**src/rtl/fsm_mult_param.sv**
```systemverilog
// Sequential multiplier: one shift-add step per cycle, Booth radix-2 for signed
// operands, plain shift-add for unsigned. IDLE -> RUN (WIDTH cycles) -> DONE -> IDLE.
module fsm_mult_param #(
  parameter int WIDTH = 4,
  parameter int CNT_W = $clog2(WIDTH + 1)
) (
  input  logic                 clock,
  input  logic                 reset,
  input  logic                 start,
  input  logic                 signed_mode,
  input  logic [WIDTH-1:0]     a,
  input  logic [WIDTH-1:0]     b,
  output logic                 busy,
  output logic                 done,
  output logic [2*WIDTH-1:0]   result
);

  localparam int PW = 2 * WIDTH;

  typedef enum logic [1:0] {IDLE, RUN, DONE} state_t;

  state_t            state_q, state_d;
  logic [PW-1:0]     acc_q, acc_d;
  logic [PW-1:0]     mcand_q, mcand_d;
  logic [PW-1:0]     result_q, result_d;
  logic [PW-1:0]     pp;
  logic [WIDTH-1:0]  mplr_q, mplr_d;
  logic              prev_q, prev_d;
  logic              smode_q, smode_d;
  logic              done_q, done_d;
  logic [CNT_W-1:0]  cnt_q, cnt_d;

  // Multiplicand is pre-extended to 2*WIDTH and shifted left each step, so the
  // modulo-2^PW sum of partial products is the exact product in both modes.
  always_comb begin
    pp = '0;
    if (smode_q) begin
      unique case ({mplr_q[0], prev_q})
        2'b01:   pp = mcand_q;
        2'b10:   pp = -mcand_q;
        default: pp = '0;
      endcase
    end else if (mplr_q[0]) begin
      pp = mcand_q;
    end
  end

  always_comb begin
    state_d  = state_q;
    acc_d    = acc_q;
    mcand_d  = mcand_q;
    mplr_d   = mplr_q;
    prev_d   = prev_q;
    smode_d  = smode_q;
    cnt_d    = cnt_q;
    result_d = result_q;
    done_d   = 1'b0;
    unique case (state_q)
      IDLE: begin
        if (start) begin
          state_d = RUN;
          acc_d   = '0;
          cnt_d   = '0;
          mplr_d  = b;
          prev_d  = 1'b0;
          smode_d = signed_mode;
          mcand_d = signed_mode ? {{WIDTH{a[WIDTH-1]}}, a} : {{WIDTH{1'b0}}, a};
        end
      end
      RUN: begin
        acc_d   = acc_q + pp;
        mcand_d = mcand_q << 1;
        mplr_d  = mplr_q >> 1;
        prev_d  = mplr_q[0];
        cnt_d   = cnt_q + 1'b1;
        if (cnt_q == CNT_W'(WIDTH - 1)) begin
          state_d  = DONE;
          result_d = acc_q + pp;
          done_d   = 1'b1;
        end
      end
      DONE: begin
        state_d = IDLE;
      end
      default: begin
        state_d = IDLE;
      end
    endcase
  end

  always_ff @(posedge clock) begin
    if (reset) begin
      state_q  <= IDLE;
      acc_q    <= '0;
      mcand_q  <= '0;
      mplr_q   <= '0;
      prev_q   <= 1'b0;
      smode_q  <= 1'b0;
      cnt_q    <= '0;
      result_q <= '0;
      done_q   <= 1'b0;
    end else begin
      state_q  <= state_d;
      acc_q    <= acc_d;
      mcand_q  <= mcand_d;
      mplr_q   <= mplr_d;
      prev_q   <= prev_d;
      smode_q  <= smode_d;
      cnt_q    <= cnt_d;
      result_q <= result_d;
      done_q   <= done_d;
    end
  end

  assign busy   = (state_q != IDLE);
  assign done   = done_q;
  assign result = result_q;

endmodule

```
**config.mk**
```make
export PLATFORM = sky130hd
export DESIGN_NAME = fsm_mult_param
export DESIGN_NICKNAME = d
export VERILOG_FILES = /design/src/rtl/fsm_mult_param.sv
export SDC_FILE = /design/constraint.sdc
export NUM_CORES = 1
export LEC_CHECK = 0
export ABC_AREA = 1
export BUFFER_PORTS_ARGS = -buffer_cell sky130_fd_sc_hd__buf_2
export CAP_MARGIN = 20
export CORE_MARGIN = 2
export CORE_UTILIZATION = 52
export CTS_CLUSTER_SIZE = 28
export DETAILED_ROUTE_END_ITERATION = 7
export GPL_TIMING_DRIVEN = 0
export PLACE_DENSITY = 0.75
export RECOVER_POWER = 50
export SLEW_MARGIN = 20
export SYNTH_ARGS = -nofsm -noshare
export SYNTH_HDL_FRONTEND = slang
export SYNTH_SLANG_ARGS = --single-unit
```
**constraint.sdc**
```tcl
create_clock -name clock -period 2.3 [get_ports clock]
set_input_delay 0.46 -clock clock [delete_from_list [all_inputs] [get_ports clock]]
set_output_delay 0.46 -clock clock [all_outputs]
set_load 0.02 [all_outputs]
```
[Word level (Yosys, flattened, before mapping)]
Cells that the tools add are included.
Storage, ports and cells
  register bits after elaboration: 36
  input port bits: 12
  output and inout bits: 10
  word-level logic and storage cells: 45
Cells by class
  $add $sub $neg: 3
  equal/unequal tests: 6
  mux-type cells: 18
  bitwise operators: 1
  reductions and logical operators: 8
Operators by type and width (count)
  one-hot mux 8 bit (2 select lines): 3
  two-way mux 8 bit: 5
  adder 8 bit: 1
  negator 8 bit: 1
  one-hot mux 4 bit (2 select lines): 1
  AND reduction 2 bit: 4
  one-hot mux 3 bit (2 select lines): 1
  equality test 2 x 1 -> 1 bit, second input constant: 2
  two-way mux 2 bit: 2
  two-way mux 4 bit: 1
  inequality test 2 bit, second input constant: 2
  one-hot mux 2 bit (2 select lines): 1
  nonzero test 2 bit: 2
  adder 3 x 1 -> 3 bit, second input constant: 1
  equality test 3 x 2 -> 1 bit, second input constant: 1
  two-way mux 3 bit: 1
  equality test 2 bit, second input constant: 1
  zero test 2 bit: 1
  two-way mux 1 bit: 2
  one-hot mux 1 bit (2 select lines): 1
  OR reduction 2 bit: 1
  NOT 1 bit: 1

[Logic depth before layout (Yosys ltp)]
  word-level depth: 5
  mapped depth: 18

[Least setup slack after synthesis]
Ideal clock, no wire load.
  kind: flip-flop to flip-flop
  start: register mplr_q[0]
  end: register acc_q[6]
  arrival time: 2.229 ns
  data required time: 2.229 ns
  slack: 0.000 ns
  cell stages (with the launch flop): 15
  buffers on the path: 0
  period minus slack after synthesis: 2.300 ns
  cells stage by stage: dfxtp_1 -> inv_2 -> ha_1 -> o21ai_0 -> a21oi_1 -> ha_1 -> fa_1 -> nand3_1 -> nand2_1 -> a21oi_1 -> nor2_1 -> nor2_1 -> xor2_1 -> nand2_1 -> a21oi_1
Between the ends
  longest elaborated chain between the ends: 5
  elaborated cells on any way between the ends: 7
Ends and longest elaborated chain
  from (decl): line 27  | logic [WIDTH-1:0] mplr_q, mplr_d;
  from (signal assigned): line 106  | mplr_q <= mplr_d;
  equality test 2 bit / equality test 2 x 1 -> 1 bit (equally long branches): line 38  | unique case ({mplr_q[0], prev_q})
  one-hot mux 8 bit (2 select lines): line 38
  two-way mux 8 bit *: line 37  | if (smode_q) begin
  adder 8 bit *: line 71  | acc_d = acc_q + pp;
  one-hot mux 8 bit (2 select lines) *: line 58  | unique case (state_q)
  to (signal assigned): line 94  | acc_q <= '0;
  to (signal assigned): line 104  | acc_q <= acc_d;
  to (decl): line 23  | logic [PW-1:0] acc_q, acc_d;
Mark *: on every way between the ends. The rest lies on a longest branch, timed or not.
A chain may end at the register's enable or synchronous reset.

[Worst setup path after layout]
  start: register mplr_q[0]
  end: register result_q[6] (netlist: result[6])
Between the ends
  longest elaborated chain between the ends: 4
  elaborated cells on any way between the ends: 6
Ends and longest elaborated chain
  equality test 2 bit / equality test 2 x 1 -> 1 bit (equally long branches): line 38
  one-hot mux 8 bit (2 select lines): line 38
  two-way mux 8 bit *: line 37
  adder 8 bit *: line 78  | result_d = acc_q + pp;
  to (signal assigned): line 110  | result_q <= result_d;
  to (decl): line 25  | logic [PW-1:0] result_q, result_d;
Marks and branches as above.

==> key figures <==
Status
  • Status: complete, but fails checks
  • Failing checks: negative setup slack

Clock tree
  • Clock tree buffer depth: 2
  • Clock transition at path regs: 0.08 ns
  • Root Buffer: clkbuf_8
  • TritonCTS clock tree: done
  • Worst-skew pair later-pin latency: 0.29 ns
  • Total CTS buffers: 5
  • CTS Sinks: 36
  • Htree depth: 2

Global route
  • Largest net degree at the start of global routing: 12
  • Vias in the first global route: 1,811
  • Initial antenna violation count: 0
  • First-pass GRT wire length: 7.941 mm
  • Grt ovf: 0
  • Tot GR Track Use: 0.2389

Hold path
  • Hold crit path type: in2reg
  • Worst hold endpoint: mcand_q[0]$_SDFFE_PP0P_
  • Hold-critical path depth: 3
  • Hold Crit Start: a[0]

Placed design
  • Cells after DPL: 342
  • Final Wtd Congestion: 0.9330
  • Post-DP HPWL: 3.272 mm
  • Area post-placement: 2156 sq um
  • Port Buf Inserts: 21

Synth
  • XOR/XNOR Fraction of Synth Area: 0.02200
  • Syn Std Cell Area: 1991 sq um
  • Number of library cell types mapped by synthesis: 31
  • Largest family of logic cells by synthesized area: simple AND/OR/NAND/NOR gates
  • Post-synthesis sequential area ratio: 0.3620
  • Synth area leaders: dfxtp_1 36%, nand2_1 15%, ha_1 7.5%, a21oi_1 6.3%, inv_1 3.8%
  • Post-Syn Instances: 273
  • Syn. warnings: 0
  • Mapped Nets: 298
  • Simple-gate share of the synthesized area: 0.2533
  • Synth Area in Compound Gates: 0.1992
  • Mux share of post-synthesis cell area: 0
  • Synth Area in Adders: 0.08548
  • Leading area contributor after synthesis: dfxtp_1
  • Syn avg cell area: 7.292 sq um
  • Synth top area share: 0.3620
  • Flops & latches, synth: 36

Finish
  • Filler cells: 270
  • Area Growth Syn to Fin: 29.73%
  • Cell area after layout: 2582 sq um
  • Number of antenna diodes: 0
  • Final non-filler cell total: 372
  • Nets: 348
  • Share of layout cells above drive strength 1: 0.3210
  • Post-layout util: 0.7054

Detailed routing
  • DR WL/cell: 15.26 um
  • Final Routed Wirelength: 5.675 mm
  • Via count: 2,066
  • DRC Markers: 0
  • Avg Vias per Cell: 5.554
  • Antenna viol nets, final: 0
  • 1st-iter DRT viols: 161
  • DRT Pass-1 Iters: 6

Worst setup path
  • Reg-to-Reg End: result[6]$_SDFFE_PP0P_
  • WP data required: 2.49 ns
  • R2r setup slk: -0.23 ns
  • CP Class: reg2reg
  • Worst Path Arrival: 2.71 ns
  • Kind of end point of the critical path: flip-flop
  • Nature of the critical path startpoint: flip-flop
  • CP Max Fanout: 6
  • Reg2reg start: mplr_q[0]$_SDFFE_PP0P_
  • R2R depth: 16

Floorplanning
  • Core Box Area: 3661 sq um
  • Initial Utilization: 0.5437
  • Ports: 22
  • Die Ht: 65.87 um
  • Placement Rows: 22
  • Die Width: 65.87 um
  • Die ar.: 4339 sq um

Timing
  • Setup-failing EPs final: 10
  • Fin. max-slew vios: 0
  • Slew at the pin closest to its max-slew limit: 0.8396 ns
  • Hold Vio Cnt, Final: 0
  • Final period utilization: 1.098
  • Worst Skew: 0.008925 ns
  • Relative slew margins: 0.4382
  • Final WS setup: -0.2251 ns
  • RSZ-0062 raised after global routing: yes
  • Max Freq: 0.3960 GHz
  • Min Clock Period, post-route: 2.525 ns

Power and ir drop
  • PwrDens: 540.9 nW/um^2
  • Leak: 0.001068 uW
  • VDD IR max: 0.3991 mV

Run
  • Max-cap violations: 0
-- cells by family after synthesis --
kind of cell	count (synthesis)
fa+ha+maj	13
flops	36
buf+inv	37
compound gates	70
simple gates	112
xor+xnor	5
-- area by class of cell --
type | instances | area (sq um) | area share
plain buffers | 8 | 45.04 | 0.01744
clock buffers | 7 | 76.32 | 0.02955
clock inverters | 1 | 8.758 | 0.003391
inverters | 29 | 113.9 | 0.04409
multi-input cells | 200 | 1294 | 0.5010
flip-flops and latches | 36 | 728.2 | 0.2820
well taps | 48 | 60.06 | 0.02326
repair buffers | 43 | 256.5 | 0.09932
-- repair_timing --
item,CTS,global route
setup endpoints to repair,8,10
buffers inserted,14,8
hold buffers,0,0
resized for setup,30,27
pin swaps,21,23
-- worst max-delay path: stages, from the launching register on --
cell	delay, ns
dfxtp_4	0.38
inv_4	0.05
ha_4	0.21
nor2_4	0.18
o21ai_2	0.10
a21oi_2	0.18
ha_2	0.22
fa_2	0.22
nand3_2	0.08
nand2_2	0.09
a21oi_2	0.05
nor2_1	0.09
nor2_1	0.06
xor2_1	0.15
buf_4	0.15
o21bai_1	0.14
inv_1	0.06
-- stage by stage --
step	worst slack [ns]	TNS [ns]	total power, uW	hold WS, ns
floorplan	0.0002269	0	838.0	0.4329
global route	-0.3511	-2.487	1450	0.4134
finish	-0.2251	-1.302	1397	0.4111
global placement	-0.3322	-1.391	892.2	0.4502
CTS	-0.1469	-0.4007	1360	0.4083
detailed placement	-0.3460	-1.441	897.0	0.4484
-- flip-flops by register name, indices dropped and copies added (netlist names) --
register / cells
acc_q: 8
mcand_q: 8
result: 8
mplr_q: 4
cnt_q: 3
state_q: 2
done: 1
prev_q: 1
smode_q: 1
-- per-layer routing --
metal  routed length [um]  GRT usage  part of all wire  vias to the layer above
met2                 2863     0.4040              0.50                       79
met1                 2367     0.3040              0.42                      965
met4                  145    0.09115             0.026                        0
met5                    0          0                 0                        -
li1                     -          -                 -                     1005
met3                  299    0.03748             0.053                       17
-- worst max path at each step --
stage,slack (ns),depth (start not counted),to,startpoint
global placement,-0.33,14,acc_q[6]$_SDFFE_PP0P_,mplr_q[0]$_SDFFE_PP0P_
CTS,-0.15,16,result[6]$_SDFFE_PP0P_,mplr_q[0]$_SDFFE_PP0P_
finish,-0.23,16,result[6]$_SDFFE_PP0P_,mplr_q[0]$_SDFFE_PP0P_
floorplan,0.0002,14,acc_q[6]$_SDFFE_PP0P_,mplr_q[0]$_SDFFE_PP0P_
detailed placement,-0.35,14,acc_q[6]$_SDFFE_PP0P_,mplr_q[0]$_SDFFE_PP0P_
global route,-0.35,16,result[6]$_SDFFE_PP0P_,mplr_q[0]$_SDFFE_PP0P_
-- report_power, final --
part	total, uW	switching (uW)	internal (uW)
logic	276	173	102
registers	676	26.6	649
clock network	446	229	216
total	1400	429	968
-- cells in the mapped netlist --
cell      instances
dfxtp_1          36
o31ai_1           2
o21ai_1          10
ha_1             12
inv_1            20
buf_2             1
o21a_1            1
a22oi_1           2
nor2_4            3
o21ai_0          12
nand3_2           3
nand2_2           2
nor2_1           10
nand3_1           9
a32oi_1           2
a31oi_1          10
nor2_8            1
a21oi_1          25
buf_6             1
buf_4             2
nor2_2            2
xor2_1            5
or2_2             1
nor3_1            2
nand2_1          79
a21oi_2           1
fa_1              1
inv_2             9
o21bai_1          3
clkbuf_1          4
o22ai_1           2
-- placed cells by master, fill, tap and decap left out, types with 2 or more instances in the layout --
cell | netlist | final
a21oi_1 | 25 | 14
nor2_1 | 10 | 11
xor2_1 | 5 | 3
o21ai_2 | 0 | 4
nor2_2 | 2 | 2
clkbuf_1 | 4 | 18
inv_2 | 9 | 10
xor2_2 | 0 | 2
buf_4 | 2 | 24
buf_2 | 1 | 10
a22oi_1 | 2 | 2
ha_4 | 0 | 4
o21bai_1 | 3 | 3
nand2_2 | 2 | 7
nand3_2 | 3 | 5
clkbuf_8 | 0 | 5
dfxtp_1 | 36 | 32
inv_4 | 0 | 2
nand3_1 | 9 | 7
inv_1 | 20 | 17
ha_2 | 0 | 3
nor2_4 | 3 | 2
o21ai_0 | 12 | 7
a31oi_1 | 10 | 10
o21ai_1 | 10 | 11
ha_1 | 12 | 5
a32oi_1 | 2 | 2
nand2_1 | 79 | 74
dfxtp_2 | 0 | 3
a21oi_2 | 1 | 11
No activity file was read; power rests on OpenSTA's default activity.
